## config.mk

```make
export PLATFORM = sky130hd
export DESIGN_NAME = iobus_timer
export DESIGN_NICKNAME = d
export VERILOG_FILES = /design/src/rtl/iobus_timer_pkg.sv /design/src/rtl/iobus_prescaler.sv /design/src/rtl/iobus_timer.sv
export SDC_FILE = /design/constraint.sdc
export NUM_CORES = 1
export LEC_CHECK = 0
export CAP_MARGIN = 5
export CORE_AREA = 2 2 107 109
export CTS_CLUSTER_SIZE = 20
export DETAILED_ROUTE_END_ITERATION = 8
export DIE_AREA = 0 0 109 111
export GPL_ROUTABILITY_DRIVEN = 0
export GPL_TIMING_DRIVEN = 1
export MAX_ROUTING_LAYER = met4
export PLACE_DENSITY_LB_ADDON = 0.08
export SETUP_SLACK_MARGIN = 0.15
export SYNTH_ARGS = -nofsm -noshare
export SYNTH_HDL_FRONTEND = slang
export SYNTH_HIERARCHICAL = 1
export SYNTH_SLANG_ARGS = --single-unit
export TNS_END_PERCENT = 5
```

## constraint.sdc

```tcl
create_clock -name clk -period 5.6 [get_ports clk]
set_input_delay 1.12 -clock clk [delete_from_list [all_inputs] [get_ports clk]]
set_output_delay 1.12 -clock clk [all_outputs]
set_load 0.05 [all_outputs]
```

## src/rtl/iobus_timer_pkg.sv

```systemverilog
// Shared constants and types for the memory-mapped interval timer.
package iobus_timer_pkg;

  localparam logic [3:0] OFS_CTRL   = 4'h0;
  localparam logic [3:0] OFS_PERIOD = 4'h4;
  localparam logic [3:0] OFS_COUNT  = 4'h8;
  localparam logic [3:0] OFS_STATUS = 4'hC;

  localparam int unsigned CTRL_EN   = 0;
  localparam int unsigned CTRL_AUTO = 1;
  localparam int unsigned CTRL_IE   = 2;

  typedef enum logic {IDLE, RUN} timer_state_t;

endpackage

```

## src/rtl/iobus_prescaler.sv

```systemverilog
// Tick generator: one-cycle pulse every PRESCALE enabled cycles, restartable via clr.
module iobus_prescaler #(
  parameter int unsigned PRESCALE = 1
) (
  input  logic clk,
  input  logic rst,
  input  logic clr,
  input  logic en,
  output logic tick
);

  localparam logic [15:0] LAST = 16'(PRESCALE - 1);

  logic [15:0] cnt_q;

  always_ff @(posedge clk or posedge rst) begin
    if (rst) begin
      cnt_q <= '0;
    end else if (clr) begin
      cnt_q <= '0;
    end else if (en) begin
      cnt_q <= (cnt_q == LAST) ? 16'd0 : cnt_q + 16'd1;
    end
  end

  assign tick = en && (cnt_q == LAST);

endmodule

```

## src/rtl/iobus_timer.sv

```systemverilog
// Interval timer on the OTTER I/O bus: CTRL/PERIOD/COUNT/STATUS window with level interrupt.
module iobus_timer
  import iobus_timer_pkg::*;
#(
  parameter logic [31:0] BASE_ADDR = 32'h1100_0100,
  parameter int unsigned PRESCALE  = 1
) (
  input  logic        clk,
  input  logic        rst,
  input  logic [31:0] IOBUS_ADDR,
  input  logic [31:0] IOBUS_OUT,
  input  logic        IOBUS_WR,
  output logic [31:0] IOBUS_IN,
  output logic        INTR
);

  timer_state_t state_q;
  logic         auto_q, ie_q, pend_q, intr_q;
  logic [31:0]  period_q, count_q;

  logic       hit, tick, expire, start, running;
  logic       wr_ctrl, wr_period, wr_status;
  logic [3:0] ofs;
  logic       unused_addr;

  assign unused_addr = ^IOBUS_ADDR[1:0];

  assign hit       = IOBUS_ADDR[31:4] == BASE_ADDR[31:4];
  assign ofs       = {IOBUS_ADDR[3:2], 2'b00};
  assign wr_ctrl   = IOBUS_WR && hit && (ofs == OFS_CTRL);
  assign wr_period = IOBUS_WR && hit && (ofs == OFS_PERIOD);
  assign wr_status = IOBUS_WR && hit && (ofs == OFS_STATUS);

  assign running = state_q == RUN;
  assign expire  = running && tick && (count_q == 32'd1);
  assign start   = wr_ctrl && IOBUS_OUT[CTRL_EN] && (period_q != 32'd0);

  iobus_prescaler #(
    .PRESCALE (PRESCALE)
  ) u_prescaler (
    .clk  (clk),
    .rst  (rst),
    .clr  (start),
    .en   (running),
    .tick (tick)
  );

  always_ff @(posedge clk or posedge rst) begin
    if (rst) begin
      state_q  <= IDLE;
      auto_q   <= 1'b0;
      ie_q     <= 1'b0;
      pend_q   <= 1'b0;
      intr_q   <= 1'b0;
      period_q <= '0;
      count_q  <= '0;
    end else begin
      // Expiry set beats a simultaneous W1C clear.
      pend_q <= expire || (pend_q && !(wr_status && IOBUS_OUT[0]));
      intr_q <= pend_q && ie_q;
      if (wr_period) begin
        period_q <= IOBUS_OUT;
      end
      if (wr_ctrl) begin
        auto_q <= IOBUS_OUT[CTRL_AUTO];
        ie_q   <= IOBUS_OUT[CTRL_IE];
        if (start) begin
          state_q <= RUN;
          count_q <= period_q;
        end else begin
          state_q <= IDLE;
        end
      end else if (running && tick) begin
        if (count_q != 32'd1) begin
          count_q <= count_q - 32'd1;
        end else if (auto_q && (period_q != 32'd0)) begin
          count_q <= period_q;
        end else begin
          count_q <= '0;
          state_q <= IDLE;
        end
      end
    end
  end

  assign INTR = intr_q;

  always_comb begin
    IOBUS_IN = '0;
    if (hit) begin
      case (ofs)
        OFS_CTRL:   IOBUS_IN = {29'd0, ie_q, auto_q, running};
        OFS_PERIOD: IOBUS_IN = period_q;
        OFS_COUNT:  IOBUS_IN = count_q;
        OFS_STATUS: IOBUS_IN = {31'd0, pend_q};
        default:    IOBUS_IN = '0;
      endcase
    end
  end

endmodule

```

==> results of run 1 <==
==> synth_stat cells, drive strengths merged (2+ instances only) <==
cell,n,area share
nand4,7,0.012
nor4,27,0.037
nand2b,5,0.0062
or3,6,0.0074
a211oi,2,0.0030
buf,10,0.016
inv,19,0.014
xor2,3,0.0052
and3,3,0.0037
nand2,27,0.020
a32oi,14,0.024
mux2i,2,0.0039
a31oi,3,0.0037
nand3,13,0.013
nor3,26,0.026
o32ai,2,0.0035
or4,2,0.0044
and4,2,0.0035
a221oi,2,0.0035
dfrtp,85,0.42
o211ai,3,0.0044
and2,3,0.0037
ha,4,0.0099
o22ai,6,0.0074
o21ai,31,0.031
nand3b,2,0.0030
mux2,33,0.073
clkbuf,26,0.020
a21oi,18,0.018
a22oi,39,0.058
a2bb2oi,2,0.0035
or2,3,0.0042
nor2b,4,0.0049
nor2,65,0.048
xnor2,4,0.0069
nor4b,4,0.0069
o2bb2ai,23,0.040
==> cells by family after synthesis <==
kind of cell             after synthesis
AO/OA/AOI/OAI                        153
XOR/XNOR                               7
adder cells (fa/ha/maj)                4
buffers and inverters                 55
flip-flops                            85
multiplexers                          36
AND/OR/NAND/NOR                      204
==> registers in the layout, summed over array words and instances (netlist names) <==
register / count
INTR: 1
auto_q: 1
count_q: 32
ie_q: 1
pend_q: 1
period_q: 32
running: 1
u_prescaler/cnt_q: 16
==> worst min-delay path: stages, from the launching register on <==
cell     delay, ns
dfrtp_1       0.37
nand2_1       0.06
nand2_1       0.05
==> layer usage <==
metal  GRT usage  share of wire  vias to the layer above
met4      0.0855          0.019                        0
met5           -              0                        -
li1            -              -                     2239
met1       0.349           0.45                     2301
met3      0.0364          0.074                       25
met2       0.371           0.46                      214
==> worst max-delay path by stage <==
| stage | start | endpoint | slack (ns) | cells past startpoint |
|---|---|---|---|---|
| final | IOBUS_ADDR[31] | IOBUS_IN[8] | 0.60 | 7 |
| after global routing | IOBUS_ADDR[7] | IOBUS_IN[20] | 0.29 | 7 |
| after CTS | IOBUS_ADDR[31] | IOBUS_IN[4] | 0.50 | 7 |
| after detailed placement | IOBUS_ADDR[31] | IOBUS_IN[4] | 0.49 | 7 |
| after global placement | IOBUS_ADDR[31] | IOBUS_IN[9] | 0.58 | 7 |
| after floorplan | IOBUS_ADDR[2] | IOBUS_IN[21] | 1.55 | 6 |
==> stage by stage <==
stage / util / hold WS, ns
floorplan: - / 0.451
global placement: 0.555 / 0.481
detailed placement: 0.555 / 0.492
CTS: 0.581 / 0.506
global route: 0.581 / 0.536
finish: 0.581 / 0.503
==> area by class of cell <==
| cell class | count | area share |
|---|---|---|
| tap | 143 | 0.0278 |
| timing repair buffer | 110 | 0.166 |
| clock buffer | 11 | 0.0393 |
| sequential | 85 | 0.331 |
| clock inverter | 2 | 0.00545 |
| inverter | 19 | 0.0111 |
| multi-input combinational | 404 | 0.420 |
==> power breakdown <==
part / internal [W] / switching, W / total (W)
registers: 0.000614 / 0.0000000000111 / 0.000614
logic: 0.0000449 / 0.0000308 / 0.0000757
clock network: 0.000362 / 0.000231 / 0.000593
total: 0.00102 / 0.000262 / 0.00128
==> summary.md, run 1 <==
| Metric | Value |
|---|---|
| Status | `completed` |
| Grt ovf | `0` |
| Final Hold Fails | `0` |
| Setup bufs post-CTS | `0` |
| RSZ-0062 raised after global routing | `no` |
| Path depth of the worst reg2reg path | `7` |
| Post-synthesis adder-cell area fraction | `0.00987` |
| Fin crit share | `0.893` |
| First drt pass iteration count | `6` |
| Most frequent cells in the layout | `97 x clkdlybuf4s50_1, 85 x dfrtp_1, 65 x nor2_1, 39 x a22oi_1` |
| PnR worst setup slack | `0.598 ns` |
| Initial DRC Count | `between 300 and 400` |
| Rows | `39` |
| Number of synthesized flops with an enable pin | `0` |
| Ys flop type | `dfrtp_1` |
| Synth cell types | `60` |
| Worst EP required | `about 4.5 ns` |
| Layout cell share with drive strength beyond 1 | `0.111` |
| XOR/XNOR share of the synthesized area | `0.0121` |
| Finished Cell Area | `6430 sq um` |
| Synth Area in Compound Gates | `0.215` |
| Syn_area_per_cell | `around 9.3 sq um` |
| Root Buffer | `clkbuf_16` |
| WL/cell | `18.4 microns` |
| Endpoint, Worst Hold | `ie_q` |
| Routed WL | `about 14 mm` |
| DIE AREA | `12100 sq um` |
| First-pass GRT wire length | `around 23 mm` |
| Top Ports | `100` |
| Mux contribution to synthesized area | `0.0816` |
| Flop2flop setup slack | `2.10 ns` |
| CTS tree | `built` |
| DR DRC count | `0` |
| H-tree depth | `3` |
| Largest net degree at the start of global routing | `between 40 and 50` |
| Ys async rst share | `1.00` |
| Register area share after synthesis | `0.419` |
| Total Nets Final | `700` |
| Reg-to-Reg Start | `count_q[12]` |
| Max transition margin | `0.333` |
| # clock sinks | `85` |
| Filler cell count | `roughly 990` |
| ANT nets after route | `0` |
| Setup TNS | `0 ns` |
| CP Launch Type | `input pin` |
| Max-Cap Viols | `0` |
| Total design power | `between 0.001 and 0.0015 W` |
| Worst path top cell family by delay | `buffers and inverters` |
| Clk_skew | `roughly 0.0056 ns` |
| RR Endpoint | `count_q[25]` |
| Vias in the first global route | `4591` |
| Placed cell count | `around 760` |
| Leading cell type in the layout, fill and taps excluded | `clkdlybuf4s50_1` |
| HPWL after DPL | `between 10 and 15 mm` |
| Worst path cell trace | `clkdlybuf4s50_1 -> nor4b_1 -> and4_1 -> nand2_1 -> buf_4 -> nor2_1 -> clkdlybuf4s50_1` |
| Setup Crit Path Kind | `in2out` |
| Maximum fanout along the worst path | `18` |
| Pleak | `about 2.4 nW` |
| CTS resizes | `0` |
| IO Port Bufs | `97` |
| Slowest cell delay on critical path | `0.80 ns` |
| Post-synthesis simple-gate area fraction | `0.213` |
| # diodes | `0` |
| CORE AREA | `11100 sq um` |
| Initial antenna violation count | `0` |
| Clock slew seen by the registers of the worst setup and hold paths | `~0.060 ns` |
| Worst hold start | `ie_q` |
| CTS buffer count | `9` |
| Die Wd | `109 microns` |
| Multi-input logic area | `between 2000 and 3000 sq um` |
| Initial Utilization | `0.458` |
| Hold Path Class | `reg2reg` |
| Global-route total usage across every layer | `0.250` |
| Worst-Skew Late Latency | `0.34 ns` |
| Synthesized net count | `approximately 620` |
| Measured slew at the worst slew-check pin | `a little under 1 ns` |
| Storage element area | `between 2000 and 2500 sq um` |
| WP buf/inv | `3` |
| Most frequent cell on the critical path | `clkdlybuf4s50_1` |
| Power density over cell area | `199 nW/um^2` |
| Finished Layout Cells | `a little under 800` |
| Max Buffers Root-to-Sink | `2` |
| Area added between synthesis and finish | `26.8%` |
| Final Setup Violations | `0` |
| Cells after synthesis | `about 540` |
| Chip Height | `roughly 110 microns` |
| Cell Area, Synth | `about 5100 sq um` |
| Critical Path End Type | `output port` |
| Dpl cell area | `between 6000 and 7000 sq um` |
| Critical Path AT | `between 3 and 4 ns` |
| Synthesized flop and latch total | `85` |
| Dpl ws | `0.493 ns` |
| Via Count | `around 4800` |
| Synth Warn # | `6` |
| Slew Limit Fails | `0` |
| Worst Hold Depth | `2` |
| Peak supply drop | `0.000121 V` |
| Fmax | `between 0.15 and 0.2 GHz` |
| Max stage delay cell, worst path | `clkdlybuf4s50_1` |
| Hold buffer count at cts | `0` |
| Post-route minimum period | `between 5 and 6 ns` |
| Via density | `a little over 6` |
| Largest family of logic cells by synthesized area | `compound AO/OA/AOI/OAI gates` |
Power figures use the tool's default switching activity.
==> run 2, diff against run 1 <==
--- a/config.mk
+++ b/config.mk
@@ -7,7 +7,6 @@
 export LEC_CHECK = 0
 export CAP_MARGIN = 5
 export CORE_AREA = 2 2 107 109
-export CTS_CLUSTER_SIZE = 20
 export DETAILED_ROUTE_END_ITERATION = 8
 export DIE_AREA = 0 0 109 111
 export GPL_ROUTABILITY_DRIVEN = 0
@@ -17,6 +16,5 @@
 export SETUP_SLACK_MARGIN = 0.15
 export SYNTH_ARGS = -nofsm -noshare
 export SYNTH_HDL_FRONTEND = slang
-export SYNTH_HIERARCHICAL = 1
 export SYNTH_SLANG_ARGS = --single-unit
 export TNS_END_PERCENT = 5
==> summary.md, run 2 <==
| Metric | Value |
|---|---|
| Status | `completed` |
| Fin crit share | `0.795` |
| Post-route minimum period | `4.45 ns` |
| CTS tree | `built` |
| Initial Utilization | `0.450` |
| Root Buffer | `clkbuf_16` |
| Final Setup Violations | `0` |
| Critical Path Start | `IOBUS_ADDR[3]` |
| CP endpoint | `IOBUS_IN[14]` |
| Power density over cell area | `roughly 200 nW/um^2` |
| Maximum fanout along the worst path | `18` |
| WL/cell | `between 15 and 20 microns` |
| Hold slack | `between 0.5 and 0.6 ns` |
| Initial DRC Count | `370` |
| Clk_skew | `around 0.0088 ns` |
| Measured slew at the worst slew-check pin | `1.21 ns` |
| Synthesized net count | `approximately 620` |
| # diodes | `0` |
| Worst-Skew Late Latency | `roughly 0.34 ns` |
| Final Hold Fails | `0` |
| DR DRC count | `0` |
| Most common cell in the netlist | `dfrtp_1` |
| Slew Limit Fails | `0` |
| Vias in the first global route | `roughly 4600` |
| Setup TNS | `0 ns` |
| Synthesized flop and latch total | `85` |
| Register area share after synthesis | `0.426` |
| Max transition margin | `0.192` |
| Slowest cell delay on critical path | `between 0.6 and 0.7 ns` |
| Placed cell count | `about 770` |
| Finished Layout Cells | `~800` |
| CTS buffer count | `9` |
| Global-route total usage across every layer | `0.249` |
| Number of synthesized flops with an enable pin | `0` |
| CP Launch Type | `input pin` |
| Max stage delay cell, worst path | `clkdlybuf4s50_1` |
| Ys async rst share | `1.00` |
| Critical Path AT | `approximately 3.3 ns` |
| Peak supply drop | `between 0.0001 and 0.00015 V` |
| First drt pass iteration count | `6` |
| Worst Hold Depth | `2` |
| Initial antenna violation count | `0` |
| RR Endpoint | `count_q[30]` |
| Total Nets Final | `between 700 and 800` |
| Layout cell share with drive strength beyond 1 | `0.168` |
| Flop2flop setup slack | `1.96 ns` |
| H-tree depth | `3` |
| Reg-to-Reg Start | `count_q[18]` |
| First-pass GRT wire length | `~23 mm` |
| CORE AREA | `roughly 11000 sq um` |
| Synth cell types | `between 50 and 60` |
| Hold Path Class | `reg2reg` |
| Cells after synthesis | `~540` |
| Path depth of the worst reg2reg path | `7` |
| Die Wd | `around 110 microns` |
| Hold buffer count at cts | `0` |
| Synth Warn # | `0` |
| Rows | `39` |
| Synth top area share | `0.426` |
| Cell Area, Synth | `4990 sq um` |
| Setup bufs post-CTS | `0` |
| ANT nets after route | `0` |
| Worst path cell trace | `clkdlybuf4s50_1 -> nor2b_2 -> buf_4 -> a22oi_1 -> nor2_1 -> buf_12` |
| Largest net degree at the start of global routing | `45` |
| Max-Cap Viols | `0` |
| Max Buffers Root-to-Sink | `2` |
| Worst EP required | `roughly 4.5 ns` |
| HPWL after DPL | `10.1 mm` |
| Setup Crit Path Kind | `in2out` |
| Area added between synthesis and finish | `35.1%` |
| Critical Path End Type | `output port` |
| Most frequent cells in the layout | `85 x dfrtp_1, 73 x nor2_1, 65 x clkdlybuf4s50_1, 38 x a22oi_1, 34 x mux2_2` |
| Ys flop type | `dfrtp_1` |
| Syn_area_per_cell | `about 9 sq um` |
| Worst hold start | `period_q[21]` |
| # clock sinks | `85` |
| Synth top cells by count | `85 x dfrtp_1, 73 x nor2_1, 38 x a22oi_1` |
| Via Count | `4790` |
| Fmax | `roughly 0.22 GHz` |
| Largest area contributor in the netlist | `dfrtp_1` |
| Synth area leaders | `dfrtp_1 43%, mux2_2 7.7%, a22oi_1 5.7%` |
| Routed WL | `about 14 mm` |
| Grt ovf | `0` |
| Clock slew seen by the registers of the worst setup and hold paths | `0.07 ns` |
| Via density | `slightly above 6` |
| Chip Height | `111 microns` |
| IO Port Bufs | `97` |
| CTS resizes | `0` |
| Biggest regs | `count_q (32), period_q (32), u_prescaler.cnt_q (16)` |
| DIE AREA | `between 10000 and 15000 sq um` |
| RSZ-0062 raised after global routing | `no` |
| Leading cell type in the layout, fill and taps excluded | `dfrtp_1` |
| Top Ports | `100` |
| Pleak | `just under 3 nW` |
==> run 2: cell count changes after synthesis, sizes merged, moves of 5 or more <==
cell / delta
a21oi: -5
a221o: +5
a32oi: -13
buf: -5
inv: -10
nand2: +5
nand4: +7
nor2: +8
nor3: -7
o2bb2ai: -23
o31ai: +7
or3: +6
==> run 2: where the power goes <==
part           switching, W  leakage (nW)  total [W]  internal (W)
sequential       0.00000890          1.16   0.000628      0.000620
combinational     0.0000387          1.56  0.0000905     0.0000518
clock              0.000264         0.156   0.000631      0.000367
==> run 2: area by class of cell <==
type                    instances  area (sq um)
inverters                      10          38.8
clock buffers                  10           239
multi-input cells             418          2700
repair buffers                109          1380
flip-flops and latches         85          2130
well taps                     143           179
fillers                       944          4340
clock inverters                 6          76.3
==> run 2: worst max-delay path, delay by kind of cell <==
family	cells	cell delay, ns
buf+inv	3	1.22
simple gates	2	0.85
compound gates	1	0.13
==> run 2: stage by stage <==
| stage | util | total power [W] | instance area [sq um] | setup WS, ns |
|---|---|---|---|---|
| after floorplan | - | 0.000672 | 4990 | 1.51 |
| after global placement | 0.580 | 0.000729 | 6420 | 1.22 |
| after detailed placement | 0.580 | 0.000731 | 6420 | 1.18 |
| after CTS | 0.608 | 0.00136 | 6740 | 1.18 |
| after global routing | 0.608 | 0.00140 | 6740 | 1.02 |
| final | 0.608 | 0.00135 | 6740 | 1.15 |
==> run 2: cells by family after synthesis <==
logic type	synth area share
xor gates and xnor gates	0.0105
AOI/OAI and AO/OA	0.187
buffers and inverters	0.0346
adders and majority gates	0.0100
DFF	0.426
and+or+nand+nor	0.246
muxes	0.0853
==> run 2: per-layer routing <==
metal  up-vias  wire (microns)  GRT usage  share of wire
met3        12            1350     0.0511          0.094
met4         0             163     0.0803          0.011
met5         -               0          -              0
li1       2250               -          -              -
met2       214            6700      0.376           0.47
met1      2314            6170      0.335           0.43
==> run 2: worst min path at each step <==
stage	slack (ns)	endpoint
after floorplan	0.47	INTR
final	0.54	count_q[21]
after detailed placement	0.53	count_q[21]
after global placement	0.49	INTR
after global routing	0.57	ie_q
after CTS	0.53	INTR
==> run 3, diff against run 2 <==
==> constraint.sdc (replaced) <==
create_clock -name clk -period 4.11 [get_ports clk]
set_input_delay 0.822 -clock clk [delete_from_list [all_inputs] [get_ports clk]]
set_output_delay 0.822 -clock clk [all_outputs]
set_load 0.05 [all_outputs]
==> summary.md, run 3 (synthesized netlist as in run 2, its figures left out) <==
| Metric | Value |
|---|---|
| Hold slack | `around 0.52 ns` |
| Leading cell type in the layout, fill and taps excluded | `dfrtp_1` |
| Clk_skew | `0.00594 ns` |
| Biggest regs | `count_q (32), period_q (32), u_prescaler.cnt_q (16)` |
| Status | `completed` |
| # clock sinks | `85` |
| Global-route total usage across every layer | `0.259` |
| H-tree depth | `3` |
| Chip Height | `between 100 and 150 microns` |
| Flop2flop setup slack | `between 0.9 and 1 ns` |
| CORE AREA | `around 11000 sq um` |
| Total Nets Final | `around 710` |
| CP Launch Type | `input pin` |
| Top Ports | `100` |
| Hold Path Class | `reg2reg` |
| Initial Utilization | `0.450` |
| Hold buffer count at cts | `0` |
| Setup bufs post-CTS | `0` |
| CTS buffer count | `9` |
| Worst EP required | `approximately 3.3 ns` |
| Final Setup Violations | `0` |
| Peak supply drop | `~0.00015 V` |
| Post-route minimum period | `3.65 ns` |
| PnR worst setup slack | `0.455 ns` |
| RSZ-0062 raised after global routing | `no` |
| First-pass GRT wire length | `about 24 mm` |
| Area added between synthesis and finish | `34.8%` |
| Fin crit share | `0.889` |
| Slew Limit Fails | `0` |
| Layout cell share with drive strength beyond 1 | `0.163` |
| ANT nets after route | `0` |
| Grt ovf | `0` |
| Via Count | `4872` |
| Setup Crit Path Kind | `in2out` |
| IO Port Bufs | `97` |
| Dpl ws | `between 0.3 and 0.4 ns` |
| Max-Cap Viols | `0` |
| Initial antenna violation count | `0` |
| Final Hold Fails | `0` |
| Fmax | `~0.27 GHz` |
| Most frequent cells in the layout | `85 x dfrtp_1, 73 x nor2_1, 65 x clkdlybuf4s50_1, 38 x a22oi_1, 34 x mux2_2` |
| DR DRC count | `0` |
| Measured slew at the worst slew-check pin | `about 0.87 ns` |
| Vias in the first global route | `between 4000 and 5000` |
| Critical Path AT | `roughly 2.8 ns` |
| WL/cell | `18.8 microns` |
| Pleak | `2.87 nW` |
| Total design power | `between 0.0015 and 0.002 W` |
| Largest net degree at the start of global routing | `between 40 and 50` |
| Max stage delay cell, worst path | `clkdlybuf4s50_1` |
| Die Wd | `109 microns` |
| HPWL after DPL | `10.3 mm` |
| DIE AREA | `approximately 12000 sq um` |
| Max transition margin | `0.414` |
| Worst-Skew Late Latency | `~0.34 ns` |
| CTS resizes | `0` |
| Clock slew seen by the registers of the worst setup and hold paths | `~0.06 ns` |
| Root Buffer | `clkbuf_16` |
| Via density | `roughly 6.2` |
| Worst path cell trace | `clkdlybuf4s50_1 -> nor4b_1 -> and4_1 -> nand4_1 -> buf_4 -> nor2_1 -> buf_12` |
| Initial DRC Count | `329` |
| Routed WL | `about 15 mm` |
| First drt pass iteration count | `5` |
| # diodes | `0` |
| Slowest cell delay on critical path | `roughly 0.4 ns` |
| Maximum fanout along the worst path | `34` |
| Rows | `39` |
| CTS tree | `built` |
| Power density over cell area | `267 nW/um^2` |
| Critical Path End Type | `output port` |
| Setup TNS | `0 ns` |
| Max Buffers Root-to-Sink | `2` |
| Util after Layout | `0.607` |
-- run 3: cell types whose count changed in the layout (fill, tap and decap cells not counted), sizes merged --
cell    before  now
buf         44   45
inv         12    8
clkbuf      10   12
-- run 3: where the power goes --
group | leakage, nW | switching [W] | internal, W | total [W]
registers | 1.16 | 0.0000128 | 0.000845 | 0.000857
logic | 1.57 | 0.0000527 | 0.0000719 | 0.000125
clock network | 0.139 | 0.000330 | 0.000481 | 0.000811
total | 2.87 | 0.000395 | 0.00140 | 0.00179
-- run 3: metal layers --
layer	share of wire	global-route usage	vias to the layer above	routed length (microns)
met3	0.075	0.0423	33	1100
met5	0	-	-	0
met2	0.47	0.393	212	6820
met4	0.023	0.0897	0	334
met1	0.44	0.351	2376	6410
li1	-	-	2251	-
-- run 3: area by class of cell --
| cell class | count | area [sq um] |
|---|---|---|
| Clock buffer | 12 | 246 |
| Inverter | 10 | 38.8 |
| Fill cell | 953 | 4350 |
| Tap cell | 143 | 179 |
| Sequential cell | 85 | 2130 |
| Clock inverter | 2 | 35.0 |
| Timing Repair Buffer | 110 | 1400 |
| Multi-Input combinational cell | 418 | 2700 |
-- run 3: worst max-delay path, delay by kind of cell --
family	cells	cell delay, ns
buffers and inverters	3	0.85
and+or+nand+nor	4	1.15
-- run 3: metrics by stage --
stage | cell area (sq um) | std cells
2_1_floorplan | 4990 | 544
3_3_place_gp | 6440 | 766
3_5_place_dp | 6440 | 766
4_1_cts | 6730 | 780
5_1_grt | 6730 | 780
6_report | 6730 | 780
-- run 3: final timing paths --
path / from / end / cells after the start
min in group asynchronous: rst / period_q[4] / 2
min: ie_q / INTR / 1
min reg2reg: ie_q / INTR / 1
max: IOBUS_ADDR[6] / IOBUS_IN[25] / 7
max in group asynchronous: rst / count_q[29] / 3
max reg2reg: u_prescaler.cnt_q[0] / count_q[16] / 9
